**src/rtl/hazard_stall_ctrl.sv**
```systemverilog
// ID/EX control-pipeline register with hazard bubble insertion and branch flush.
// Optional build macro HAZARD_STALL_STATS_EN adds a saturating hazard-bubble counter port.
module hazard_stall_ctrl #(
    parameter int                CTRL_W    = 7,
    parameter int                STALL_CYC = 1,
    parameter logic [CTRL_W-1:0] KILL_MASK = {CTRL_W{1'b1}}
) (
    input  logic              clk_i,
    input  logic              rst_n_i,
    input  logic              hazard_i,
    input  logic              flush_i,
    input  logic              valid_i,
    input  logic [CTRL_W-1:0] ctrl_i,
    output logic [CTRL_W-1:0] ctrl_o,
    output logic              valid_o,
    output logic              pc_write_o,
    output logic              ifid_write_o,
    output logic              stall_busy_o
`ifdef HAZARD_STALL_STATS_EN
    ,
    output logic [15:0]       stall_cnt_o
`endif
);

    localparam int CNT_W = $clog2(STALL_CYC + 1);

    typedef enum logic {
        S_IDLE  = 1'b0,
        S_STALL = 1'b1
    } state_t;

    state_t              r_state;
    logic [CNT_W-1:0]    r_cnt;
    logic [CTRL_W-1:0]   r_ctrl;
    logic                r_valid;
    logic                r_busy;

    logic                w_stall_now;
    logic [CTRL_W-1:0]   w_bubble_ctrl;

    // Bits set in KILL_MASK are forced low in a bubble; the rest follow ID.
    genvar gi;
    generate
        for (gi = 0; gi < CTRL_W; gi++) begin : g_bubble
            assign w_bubble_ctrl[gi] = KILL_MASK[gi] ? 1'b0 : ctrl_i[gi];
        end
    endgenerate

    assign w_stall_now  = ~flush_i & (((r_state == S_IDLE) & hazard_i) | (r_state == S_STALL));

    // Gated by reset so the front end keeps running while held in reset.
    assign pc_write_o   = ~(w_stall_now & rst_n_i);
    assign ifid_write_o = ~(w_stall_now & rst_n_i);

    always_ff @(posedge clk_i or negedge rst_n_i) begin
        if (!rst_n_i) begin
            r_state <= S_IDLE;
            r_cnt   <= '0;
            r_ctrl  <= '0;
            r_valid <= 1'b0;
            r_busy  <= 1'b0;
        end else if (flush_i) begin
            r_ctrl  <= w_bubble_ctrl;
            r_valid <= 1'b0;
            r_state <= S_IDLE;
            r_cnt   <= '0;
            r_busy  <= 1'b0;
        end else begin
            case (r_state)
                S_IDLE: begin
                    if (hazard_i) begin
                        r_ctrl  <= w_bubble_ctrl;
                        r_valid <= 1'b0;
                        if (STALL_CYC > 1) begin
                            r_cnt   <= CNT_W'(STALL_CYC - 1);
                            r_state <= S_STALL;
                            r_busy  <= 1'b1;
                        end
                    end else begin
                        r_ctrl  <= ctrl_i;
                        r_valid <= valid_i;
                    end
                end
                S_STALL: begin
                    // hazard_i is ignored here; the count alone ends the stall.
                    r_ctrl  <= w_bubble_ctrl;
                    r_valid <= 1'b0;
                    r_cnt   <= r_cnt - CNT_W'(1);
                    if (r_cnt == CNT_W'(1)) begin
                        r_state <= S_IDLE;
                        r_busy  <= 1'b0;
                    end
                end
                default: begin
                    r_state <= S_IDLE;
                    r_cnt   <= '0;
                    r_busy  <= 1'b0;
                end
            endcase
        end
    end

    assign ctrl_o       = r_ctrl;
    assign valid_o      = r_valid;
    assign stall_busy_o = r_busy;

`ifdef HAZARD_STALL_STATS_EN
    logic [15:0] r_stall_cnt;

    // Every edge that holds the front end for a hazard emits one counted bubble.
    always_ff @(posedge clk_i or negedge rst_n_i) begin
        if (!rst_n_i) begin
            r_stall_cnt <= '0;
        end else if (w_stall_now && (r_stall_cnt != 16'hFFFF)) begin
            r_stall_cnt <= r_stall_cnt + 16'd1;
        end
    end

    assign stall_cnt_o = r_stall_cnt;
`endif

endmodule

```
**config.mk**
```make
export PLATFORM = sky130hd
export DESIGN_NAME = hazard_stall_ctrl
export DESIGN_NICKNAME = d
export VERILOG_FILES = /design/src/rtl/hazard_stall_ctrl.sv
export SDC_FILE = /design/constraint.sdc
export NUM_CORES = 1
export LEC_CHECK = 0
export ABC_CLOCK_PERIOD_IN_PS = 1100
export CAP_MARGIN = 20
export CORE_AREA = 3 3 40 42
export CTS_BUF_LIST = sky130_fd_sc_hd__clkbuf_4
export DETAILED_ROUTE_END_ITERATION = 12
export DIE_AREA = 0 0 43 45
export GPL_ROUTABILITY_DRIVEN = 0
export PLACE_DENSITY = 0.64
export RECOVER_POWER = 50
export SYNTH_ARGS = -nofsm -noshare
export SYNTH_HDL_FRONTEND = slang
export SYNTH_SLANG_ARGS = --single-unit
```
**constraint.sdc**
```tcl
create_clock -name clk_i -period 1.1 [get_ports clk_i]
set_input_delay 0.22 -clock clk_i [delete_from_list [all_inputs] [get_ports clk_i]]
set_output_delay 0.22 -clock clk_i [all_outputs]
set_load 0.02 [all_outputs]
```
-- Word level (Yosys, flattened, before mapping)
Index checks and enable logic that the tools add are counted.
- register bits: 11
- input bits: 12
- output and inout port bits: 11
- logic and storage cells: 30
- add/subtract/negate cells: 1
- multiplexer cells: 14
- bitwise gates (word level): 7
- reductions and logical operators: 3
- operator list (cell ; count):
    two-way mux 7 bit ; 2
    case mux 7 bit (2 select lines) ; 1
    two-way mux 1 bit ; 10
    nonzero test 2 bit ; 2
    AND 1 bit ; 3
    NOT 1 bit ; 3
    case mux 1 bit (2 select lines) ; 1
    AND reduction 2 bit ; 1
    OR 1 bit ; 1
    subtractor 1 bit (second input constant) ; 1

-- Depth between registers and ports, before layout
- word-level depth: 6
- gate-level depth with buffers: 3
- mapped depth without buffers: 2

-- Least setup slack after synthesis
Ideal clock, no wire load.
- path kind: register to output
- start: register r_state
- end: output port pc_write_o
- arrival: 1095 ps
- data required time: 880 ps
- slack: -215 ps
- cell stages (with the launch flop): 3
- buffers on the path: 1
- path through: dfrtp_1 o211ai_1 buf_4
- longest elaborated chain between the ends: 6
- RTL lines (what ; RTL line ; source):
    from (decl) ; 32 ; state_t r_state;
    from (signal assigned) ; 57 ; r_state <= S_IDLE;
    from (signal assigned) ; 65 ; r_state <= S_IDLE;
    from (signal assigned) ; 76 ; r_state <= S_STALL;
    NOT 1 bit ; - ;
    AND 1 bit ; 49 ; assign w_stall_now = ~flush_i & (((r_state == S_IDLE) & hazard_i) | (r_state == S_STALL));
    OR 1 bit (*) ; 49 ;
    AND 1 bit (*) ; 49 ;
    AND 1 bit (*) ; - ;
    NOT 1 bit (*) ; - ;
    to (decl) ; 16 ; output logic pc_write_o,
Mark *: on every way between the ends. The rest lies on a longest branch, timed or not.

-- Final worst setup path
- start: input port flush_i
- end: output port ifid_write_o
- longest elaborated chain between the ends: 4
- RTL lines (what ; RTL line ; source):
    from (decl) ; 11 ; input logic flush_i,
    NOT 1 bit ; 49 ;
    AND 1 bit ; 49 ;
    AND 1 bit ; 53 ; assign ifid_write_o = ~(w_stall_now & rst_n_i);
    NOT 1 bit ; 53 ;
    to (decl) ; 17 ; output logic ifid_write_o,
Every way passes these cells.

==> flow_metrics.tcl <==
set metrics [dict create \
    yosys.cell_types.count 10 \
    core_mm2 0.00128 \
    grt_overflow 0 \
    hold_class "in -> async" \
    hold_violations 0 \
    grt_pass1_vias 298 \
    vias_per_cell 4.01 \
    vias 281 \
    io_pins 23 \
    cp-start-kind "input port" \
    p_per_area_mw_per_mm2 1220 \
    rr_worst_depth 4 \
    fin_skew_ns 0.00752 \
    yosysSeqAreaShare_pct 68.3 \
    grt_pass1_wl_mm 1.23 \
    nNetsFinal 68 \
    synth_warnings 0 \
    multi_input_area_um2 97.6 \
    ys_ff_latch 10 \
    routed_wl_um 746 \
    cp_max_fo 2 \
    r2r_end "ctrl_o[3]" \
    post-place-ws_ns -0.649 \
    drcViolationCount 0 \
    worstSetupPathType "in -> out" \
    die_width_um 43 \
    clk_path_buf_depth 2 \
    timing.hold.ws_ns 0.409 \
    wire_per_inst_um 10.7 \
    insertedDiodeCount 0 \
    tightest_slew_ns 0.532 \
    hpwl_um 612 \
    end_kind "output port" \
    rows 13 \
    slew_violations 0 \
    cts-root-buf "clkbuf_4" \
    power.leakage_nw 0.315 \
    rsz0062_at_grt "yes" \
    setup_viol 10 \
    clk_pin_slew_ns 0.07 \
    final_antenna_net_count 0 \
    grt_start_max_net_pins 11 \
    grt_usage_pct 9.28 \
    drive_gt1_share_pct 32.7 \
    violations "setup timing" \
    cts_num_sinks 10 \
    syn_area_um2 367 \
    timing.final.ws_setup_ns -0.160 \
    area_growth_syn_to_layout_pct 64.2 \
    ir_drop_mv 0.504 \
    initial_core_util_pct 28.5 \
    relSlewSlack_pct 64.5 \
    worstPathArrival_ns 1.04 \
    netlist_instances 27 \
    cts_tree "built" \
    firstDrtPassIters 4 \
    period_share_pct 115 \
    period_needed_ns 1.26 \
    reg2reg_from "r_state" \
    htreeDepth 1 \
    status "complete, but fails checks" \
    clkLatencyLatePin_ns 0.26 \
    fillCellCount 119 \
    die_h_um 45 \
    ctsHoldBuffers 0 \
    cp.required_ns 0.88 \
    numCtsBuffers 3 \
    synth.avg_cell_area_um2 13.6 \
    antenna_found_initial 0 \
    drv_cap 0 \
    seq_area_um2 250 \
    dieArea_mm2 0.00194 \
    worst-r2r-setup-slack_ns -0.02 \
    fmax_ghz 0.793 \
    drt_iter0_drc 2 \
    port_buffers 21 \
    syn-num-nets 39 \
]
## cells in the mapped netlist
cell	count	area (um^2)
and2_1	8	50.1
buf_4	2	15.0
conb_1	1	3.75
dfrtp_1	10	250
inv_1	1	3.75
nor2_1	1	3.75
nor3_4	1	16.3
nor3b_1	1	7.51
o211ai_1	1	7.51
xnor2_1	1	8.76
## through the flow
stage          utilization, %  cells  setup TNS [ns]  area, um^2  total power [W]
3_3_place_gp             47.5     65           -2.84         611         0.000510
4_1_cts                  47.9     70          -0.430         616         0.000755
5_1_grt                  46.8     70           -1.29         602         0.000779
2_1_floorplan               -     27          -0.201         367         0.000428
6_report                 46.8     70          -0.379         602         0.000735
3_5_place_dp             47.5     65           -3.02         611         0.000512
## cells in the final DEF (no fill, tap or decap)
master	netlist	routed
and2_1	8	8
buf_2	0	8
buf_4	2	5
buf_6	0	1
clkbuf_1	0	1
clkbuf_4	0	3
clkdlybuf4s50_1	0	10
clkinv_1	0	1
conb_1	1	1
dfrtp_1	10	10
dlymetal6s2s_1	0	1
inv_1	1	1
nor2_1	1	1
nor3_4	1	1
nor3b_1	1	1
o211ai_1	1	1
xnor2_1	1	1
## report_power, final
group	leakage, nW	switching [W]	internal (W)
clock	0.0154	0.000116	0.000130
combinational	0.164	0.0000494	0.0000576
sequential	0.136	0.00000257	0.000379
## sequential cells by signal, summed over array words and instances, names as in the netlist
register,count
r_cnt,1
valid_o,1
r_state,1
ctrl_o,7
## cell families after synthesis
logic type	share of synthesized area (%)
simple gates	21.2
flops	68.3
buf+inv	5.12
xor+xnor	2.39
other cells	1.02
compound gates	2.05
## per-layer routing
metal	GRT usage, %	part of all wire, %
met5	0	0
met4	10.8	3.1
met3	3.19	8.7
met2	14.4	52
met1	9.02	36
## how the worst max path moves through the flow
stage                   from      endpoint
floorplan            r_state    pc_write_o
global placement    hazard_i  ifid_write_o
detailed placement  hazard_i  ifid_write_o
CTS                  r_state  ifid_write_o
global route         r_state  ifid_write_o
finish               flush_i  ifid_write_o
## cell type report
type / instances / share of cell area [%]
tap: 15 / 3.12
clock buffer: 3 / 3.74
multi-input combinational: 14 / 16.2
timing repair buffer: 26 / 34.1
inverter: 1 / 0.624
clock inverter: 1 / 0.624
sequential: 10 / 41.6
## repair_timing
action / CTS / global route
endpoints found under the setup margin: 10 / 12
buffers inserted: 1 / 1
resized for setup: 41 / 4
pin swaps: 6 / 6
## critical path, stage by stage
cell,delay [ns]
clkdlybuf4s50_1,0.47
inv_1,0.04
o211ai_1,0.12
buf_4,0.19
Power figures use the tool's default switching activity.
